### config.mk
export PLATFORM = sky130hd
export DESIGN_NAME = mem_access
export DESIGN_NICKNAME = d
export VERILOG_FILES = /design/src/rtl/mem_access.sv
export SDC_FILE = /design/constraint.sdc
export NUM_CORES = 1
export LEC_CHECK = 0
export ABC_AREA = 1
export BUFFER_PORTS_ARGS = -buffer_cell sky130_fd_sc_hd__buf_2
export CAP_MARGIN = 25
export CORE_MARGIN = 2
export CORE_UTILIZATION = 45
export CTS_CLUSTER_SIZE = 12
export DETAILED_ROUTE_END_ITERATION = 6
export PLACE_DENSITY = 0.77
export REMOVE_ABC_BUFFERS = 1
export SYNTH_ARGS = -nofsm -noshare
export SYNTH_HDL_FRONTEND = slang
export SYNTH_SLANG_ARGS = --single-unit
### constraint.sdc
create_clock -name clk -period 1.3 [get_ports clk]
set_input_delay 0.13 -clock clk [delete_from_list [all_inputs] [get_ports clk]]
set_output_delay 0.13 -clock clk [all_outputs]
set_load 0.02 [all_outputs]
### src/rtl/mem_access.sv
// Memory-access stage: issues one outstanding req/ack transaction per load or store, with timeout.
// Optional MEM_BYTE_EN adds byte/half/word access via mem_size and dmem_be.
module mem_access #(
    parameter int TIMEOUT_CYCLES = 16,
    parameter int CNT_W          = 8
) (
    input  logic        clk,
    input  logic        rst,
    input  logic        done_in,
    input  logic [31:0] alu_result,
    input  logic [31:0] store_data,
    input  logic        is_load,
    input  logic        is_store,
    input  logic        wb_en_in,
    input  logic [4:0]  dest_in,
    input  logic [31:0] PC_in,
`ifdef MEM_BYTE_EN
    input  logic [1:0]  mem_size,
    output logic [3:0]  dmem_be,
`endif
    output logic        stall_out,
    output logic        dmem_req,
    output logic        dmem_we,
    output logic [31:0] dmem_addr,
    output logic [31:0] dmem_wdata,
    input  logic [31:0] dmem_rdata,
    input  logic        dmem_ack,
    output logic        done_out,
    output logic [31:0] wb_data,
    output logic [4:0]  wb_dest,
    output logic        wb_en,
    output logic [31:0] PC_out,
    output logic        mem_err
);

    localparam logic [0:0] S_IDLE = 1'b0;
    localparam logic [0:0] S_BUSY = 1'b1;

    logic [0:0]       state_q, state_d;
    logic [CNT_W-1:0] cnt_q, cnt_d;
    logic             req_q, req_d, we_q, we_d;
    logic [31:0]      addr_q, addr_d, wdata_q, wdata_d;
    logic             done_q, done_d, wb_en_q, wb_en_d, err_q, err_d;
    logic [31:0]      wb_data_q, wb_data_d, pc_q, pc_d;
    logic [4:0]       wb_dest_q, wb_dest_d;
    logic [4:0]       lat_dest_q, lat_dest_d;
    logic             lat_wb_en_q, lat_wb_en_d;
    logic [31:0]      lat_pc_q, lat_pc_d;
    logic             misaligned;
    logic [31:0]      load_val;
`ifdef MEM_BYTE_EN
    logic [3:0]       be_q, be_d;
    logic [1:0]       lat_lo_q, lat_lo_d, lat_size_q, lat_size_d;
    logic [31:0]      rshift;
`endif

`ifdef MEM_BYTE_EN
    always_comb begin
        case (mem_size)
            2'd0:    misaligned = 1'b0;
            2'd1:    misaligned = alu_result[0];
            default: misaligned = (alu_result[1:0] != 2'b00);
        endcase
        // Lanes are little-endian: byte 0 of the word sits in rdata[7:0].
        rshift = dmem_rdata >> {lat_lo_q, 3'b000};
        case (lat_size_q)
            2'd0:    load_val = {{24{rshift[7]}}, rshift[7:0]};
            2'd1:    load_val = {{16{rshift[15]}}, rshift[15:0]};
            default: load_val = dmem_rdata;
        endcase
    end
`else
    assign misaligned = (alu_result[1:0] != 2'b00);
    assign load_val   = dmem_rdata;
`endif

    always_comb begin
        state_d     = state_q;
        cnt_d       = cnt_q;
        req_d       = req_q;
        we_d        = we_q;
        addr_d      = addr_q;
        wdata_d     = wdata_q;
        done_d      = 1'b0;
        wb_en_d     = wb_en_q;
        err_d       = err_q;
        wb_data_d   = wb_data_q;
        wb_dest_d   = wb_dest_q;
        pc_d        = pc_q;
        lat_dest_d  = lat_dest_q;
        lat_wb_en_d = lat_wb_en_q;
        lat_pc_d    = lat_pc_q;
`ifdef MEM_BYTE_EN
        be_d        = be_q;
        lat_lo_d    = lat_lo_q;
        lat_size_d  = lat_size_q;
`endif
        if (state_q == S_IDLE) begin
            if (done_in && !is_load && !is_store) begin
                done_d    = 1'b1;
                wb_data_d = alu_result;
                wb_dest_d = dest_in;
                wb_en_d   = wb_en_in;
                pc_d      = PC_in;
                err_d     = 1'b0;
            end else if (done_in && misaligned) begin
                done_d  = 1'b1;
                wb_en_d = 1'b0;
                err_d   = 1'b1;
                pc_d    = PC_in;
            end else if (done_in) begin
                state_d     = S_BUSY;
                req_d       = 1'b1;
                we_d        = is_store;
                cnt_d       = '0;
                lat_dest_d  = dest_in;
                lat_wb_en_d = wb_en_in;
                lat_pc_d    = PC_in;
`ifdef MEM_BYTE_EN
                addr_d     = {alu_result[31:2], 2'b00};
                lat_lo_d   = alu_result[1:0];
                lat_size_d = mem_size;
                case (mem_size)
                    2'd0: begin
                        be_d    = 4'b0001 << alu_result[1:0];
                        wdata_d = {4{store_data[7:0]}};
                    end
                    2'd1: begin
                        be_d    = alu_result[1] ? 4'b1100 : 4'b0011;
                        wdata_d = {2{store_data[15:0]}};
                    end
                    default: begin
                        be_d    = 4'b1111;
                        wdata_d = store_data;
                    end
                endcase
`else
                addr_d  = alu_result;
                wdata_d = store_data;
`endif
            end
        end else begin
            if (dmem_ack) begin
                state_d = S_IDLE;
                req_d   = 1'b0;
                done_d  = 1'b1;
                err_d   = 1'b0;
                pc_d    = lat_pc_q;
                if (we_q) begin
                    wb_en_d = 1'b0;
                end else begin
                    wb_data_d = load_val;
                    wb_en_d   = lat_wb_en_q;
                    wb_dest_d = lat_dest_q;
                end
            end else if (cnt_q == CNT_W'(TIMEOUT_CYCLES - 1)) begin
                state_d = S_IDLE;
                req_d   = 1'b0;
                done_d  = 1'b1;
                wb_en_d = 1'b0;
                err_d   = 1'b1;
                pc_d    = lat_pc_q;
            end else begin
                cnt_d = cnt_q + 1'b1;
            end
        end
    end

    always_ff @(posedge clk) begin
        if (!rst) begin
            state_q     <= S_IDLE;
            cnt_q       <= '0;
            req_q       <= 1'b0;
            we_q        <= 1'b0;
            addr_q      <= '0;
            wdata_q     <= '0;
            done_q      <= 1'b0;
            wb_en_q     <= 1'b0;
            err_q       <= 1'b0;
            wb_data_q   <= '0;
            wb_dest_q   <= '0;
            pc_q        <= '0;
            lat_dest_q  <= '0;
            lat_wb_en_q <= 1'b0;
            lat_pc_q    <= '0;
`ifdef MEM_BYTE_EN
            be_q        <= '0;
            lat_lo_q    <= '0;
            lat_size_q  <= '0;
`endif
        end else begin
            state_q     <= state_d;
            cnt_q       <= cnt_d;
            req_q       <= req_d;
            we_q        <= we_d;
            addr_q      <= addr_d;
            wdata_q     <= wdata_d;
            done_q      <= done_d;
            wb_en_q     <= wb_en_d;
            err_q       <= err_d;
            wb_data_q   <= wb_data_d;
            wb_dest_q   <= wb_dest_d;
            pc_q        <= pc_d;
            lat_dest_q  <= lat_dest_d;
            lat_wb_en_q <= lat_wb_en_d;
            lat_pc_q    <= lat_pc_d;
`ifdef MEM_BYTE_EN
            be_q        <= be_d;
            lat_lo_q    <= lat_lo_d;
            lat_size_q  <= lat_size_d;
`endif
        end
    end

    assign stall_out  = (state_q == S_BUSY);
    assign dmem_req   = req_q;
    assign dmem_we    = we_q;
    assign dmem_addr  = addr_q;
    assign dmem_wdata = wdata_q;
    assign done_out   = done_q;
    assign wb_data    = wb_data_q;
    assign wb_dest    = wb_dest_q;
    assign wb_en      = wb_en_q;
    assign PC_out     = pc_q;
    assign mem_err    = err_q;
`ifdef MEM_BYTE_EN
    assign dmem_be    = be_q;
`endif

endmodule

# [After elaboration in Yosys (flattened, before gate mapping)]
# Cells that the tools add are included.
[word_totals] elab_cells=87 reg_bits=185 inputBits=140 output_inout_bits=139
[op_classes] n_reduce_logical=14 n_bitwise=3 addsub=1 n_mux=46 eq_ne=8
[ops] op="32-bit 2-to-1 mux" count=9
[ops] op="8-bit 2-to-1 mux" count=6
[ops] op="1-bit 2-to-1 mux" count=27
[ops] op="5-bit 2-to-1 mux" count=4
[ops] op="2-bit != test (second input constant)" count=6
[ops] op="8-bit by 1-bit adder with 8-bit output (second input constant)" count=1
[ops] op="8-bit by 4-bit == test with 1-bit output (second input constant)" count=1
[ops] op="4-bit AND reduction" count=2
[ops] op="2-bit nonzero test" count=3
[ops] op="5-bit AND reduction" count=1
[ops] op="1-bit logical AND" count=3
[ops] op="3-bit by 2-bit != test with 1-bit output (second input constant)" count=1
[ops] op="1-bit NOT" count=3
[ops] op="3-bit AND reduction" count=1
[ops] op="3-bit nonzero test" count=1
[ops] op="1-bit zero test" count=2
[ops] op="2-bit AND reduction" count=1

# [Logic depth before layout (Yosys ltp)]
[depth] depth_word=5 ltp_mapped=9 depth_no_buf=9

# [Worst setup path after synthesis]
# Ideal clock, no wire load.
[synth_path] path_kind="register -> register" start="reg state_q, in the netlist stall_out" end="reg pc_q[20], in the netlist PC_out[20]" period_less_slack_ps=1458 setup_slack_ps=-158 setup_time_ps=132 t_arrival_ps=1326 required_ps=1168 path_stages_with_launch=8 path_buffers=3 path_cell_list="dfxtp_1 > buf_4 > nand2_1 > o21bai_2 > buf_4 > buf_4 > nand3_1 > a21oi_1"
[synth_between] elab_chain_len=2 elab_cells_between_ends=4 classes_between="eq/ne (1); mux (1); reduce/logical (2)"
[synth_rtl] element="start, declared" line_no="39" rtl="logic [0:0] state_q, state_d;"
[synth_rtl] element="start signal, assigned" line_no="192" rtl="state_q <= state_d;"
[synth_rtl] element="3-bit by 2-bit != test with 1-bit output (no line) or 3-bit nonzero test (tied branches)"
[synth_rtl] element="2-bit AND reduction (no line)"
[synth_rtl] element="end signal, assigned" line_no="203" rtl="pc_q <= pc_d;"
[synth_rtl] element="end, declared" line_no="44" rtl="logic [31:0] wb_data_q, wb_data_d, pc_q, pc_d;"
# Parallel ways exist; a longest one is shown, timed or not.
# A chain may end at the register's enable or synchronous reset.

# [Final worst setup path]
[layout_path] start="reg cnt_q[1]" end="reg pc_q[29], in the netlist PC_out[29]"
[layout_between] elab_chain_len=3
[layout_rtl] element="start, declared" line_no="40" rtl="logic [CNT_W-1:0] cnt_q, cnt_d;"
[layout_rtl] element="start signal, assigned" line_no="193" rtl="cnt_q <= cnt_d;"
[layout_rtl] element="8-bit by 4-bit == test with 1-bit output" line_no="156" rtl="end else if (cnt_q == CNT_W'(TIMEOUT_CYCLES - 1)) begin"
[layout_rtl] element="3-bit by 2-bit != test with 1-bit output (no line)"
[layout_rtl] element="2-bit AND reduction (no line)"
# Every way passes these cells.

==> metrics <==
RSZ-0062 raised after global routing yes; Pre-antenna DRT Iters 5; mux contribution to synthesized area 0%; gpl congestion 0.826; Setup crit start kind flip-flop; Max Root-Sink Buffers 2; Vias/cell 5.51; slew at the pin with the worst max-slew slack 0.351 ns; Tcrit/Tclk final 115%; Flop pwr share 40.2%; later-pin clock latency in the skew report 0.44 ns; combinational share of power 24.0%; diodes inserted 0; sw frac 30.5%; Synth warnings 0; mean area per synthesized cell 6.99 um^2; Internal Power 0.0109 W; HP Class input port to flip-flop; failing checks negative hold slack, negative setup slack; post-synthesis async set-or-reset flop share 0%; Sink Count 185; Worst Clk Skew 0.00662 ns; Total Routing Usage GR 28.1%; final hold slack -0.00344 ns; XOR/XNOR share of the synthesized area 0%; maxcap violations 0; DP Area 0.00933 mm^2; Critical Path Fanout Max 10; drt wl/cell 18.7 um; Clock Pin Slew Worst Setup and Hold Paths 0.07 ns; IO Pins 279; Main synth FF type dfxtp_1; post-route minimum period 1.49 ns; global-route wire length before repair 40400 um; sw power 0.00477 W; total chip power 0.0156 W; worst reg-to-reg setup slack -0.19 ns; die width 133 um; # nets final 1614; Die Y 133 um; area of the die 0.0177 mm^2; via count 9401; WS Path Type flip-flop to flip-flop; share of cells above drive strength 1 40.1%; Final Setup Violations 106; Yosys reg bits 185; final cell area excluding filler cells 0.0128 mm^2; CP endpoint kind flip-flop; cts bufs inserted 17; slew margin rel. 76.6%; # port buffers 278; setup ws final -0.191 ns; root buf cell clkbuf_16; Post-Synth Adder-Cell Area 0.167%; commonest non-fill, non-tap cells in the layout nand2_1 (358), buf_2 (278), dfxtp_1 (181); Final HPWL DP 14600 um; Post-synth EDFFs 0; largest family of logic cells by synthesized area simple AND/OR/NAND/NOR gates; Worst VDD drop 0.000991 V; CP Data Arrival Time 1.81 ns; Area Overhead vs Synth 69.9%; max frequency 671 MHz; required time worst endpoint 1.62 ns; Site Rows 47; maximum level of the CTS H-tree 4; DRC 0; pin count of the biggest net entering global routing 46; PD cells 1230 mW/mm^2; vias in the first global route 8408; status finished with violations; register area share after synthesis 49.3%; Starting Density 45.6%; core area 0.0165 mm^2; grt ovf 0; DP Cell Count 1536; synth unique cells 24; final core occ 77.5%; Slew Viols, Final 0; Finished Layout Cells 1706; Mapped Cells 1074; CTS tree yes; Syn Std Cell Area 0.00751 mm^2; leakage 6.09 nW; pre-CTS WS -0.166 ns; initial antenna violation count 1; WL final 31900 um; compound-gate portion of the synthesized area 13.3%; Clock Power Share 35.8%; Hold Vio Cnt, Final 1; commonest non-fill, non-tap cell in the layout nand2_1; Synth Area in Simple Gates 30.6%; Starting DRT DRC Count 905; Antenna Violating Nets Remaining 0
[cells by family (layout without fill, tap and decap cells)]
family | after synthesis | count (layout)
AO/OA/AOI/OAI | 198 | 198
buffers and inverters | 100 | 512
flip-flops | 185 | 185
AND/OR/NAND/NOR | 590 | 590
adder cells (fa/ha/maj) | 1 | 1
[power groups by stage]
stage / sequential, W / clock, W / combinational [W]
6_report: 0.00629 / 0.00559 / 0.00375
2_1_floorplan: 0.00677 / 0 / 0.000942
3_3_place_gp: 0.00636 / 0 / 0.00247
5_1_grt: 0.00632 / 0.00580 / 0.00396
3_5_place_dp: 0.00637 / 0 / 0.00251
4_1_cts: 0.00625 / 0.00555 / 0.00295
[through the flow]
| stage | setup TNS (ns) | hold slack [ns] |
|---|---|---|
| floorplan | -480.67 | 0.250 |
| global placement | -5.18 | 0.379 |
| detailed placement | -6.59 | 0.385 |
| CTS | -2.24 | 0.00790 |
| global route | -15.52 | 0.00709 |
| finish | -7.56 | -0.00344 |
[flip-flops by register name (all words and copies together) (netlist names)]
signal / cells
dmem_we: 1
wb_dest: 5
PC_out: 32
dmem_req: 1
lat_dest_q: 5
mem_err: 1
wb_en: 1
lat_pc_q: 32
cnt_q: 8
dmem_wdata: 32
done_out: 1
wb_data: 32
lat_wb_en_q: 1
stall_out: 1
dmem_addr: 32
[cells in the mapped netlist (all sizes together) (2+ instances only)]
cell type / instances / share of area [%]
buf: 51 / 4.2
nand2: 452 / 23
inv: 23 / 1.1
dfxtp: 185 / 49
a21oi: 144 / 9.6
clkinv: 2 / 0.10
nor2: 90 / 4.5
o21ai: 53 / 3.5
nand3: 45 / 3.1
clkbuf: 24 / 1.2
[critical path: stages (launching register included)]
cell	delay, ns
dfxtp_2	0.37
ha_4	0.16
nand3_4	0.08
o21bai_4	0.15
buf_6	0.17
nand2_8	0.09
clkbuf_16	0.19
nand2_1	0.07
a21oi_1	0.08
[path summary, 6_finish.rpt]
kind | end | from | depth (start not counted)
max reg2reg | PC_out[29] | cnt_q[1] | 8
min | lat_dest_q[2] | dest_in[2] | 3
min reg2reg | lat_dest_q[0] | lat_dest_q[0] | 2
max | PC_out[29] | cnt_q[1] | 8
[area by class of cell]
cell class / instances / area (um^2)
clock buffers: 17 / 425
clock inverters: 15 / 196
fillers: 1031 / 3710
inverters: 25 / 114
multi-input cells: 789 / 4280
flip-flops and latches: 185 / 3710
well taps: 220 / 275
repair buffers: 455 / 3750
[layer usage]
layer | GRT usage (%) | wire, um | up-vias
met5 | 0 | 16 | -
met4 | 14.1 | 1710 | 2
met3 | 6.66 | 2950 | 171
met2 | 48.1 | 15200 | 639
met1 | 33.2 | 12000 | 4369
li1 | - | - | 4220
[what timing repair did]
action	4_1_cts	5_1_grt
hold buffers	98	0
setup endpoints to repair	109	160
gates resized for setup	47	262
pin swaps	19	58
buffers inserted	11	4
cloned	7	19
hold endpoints to repair	98	0
Power figures use the tool's default switching activity.
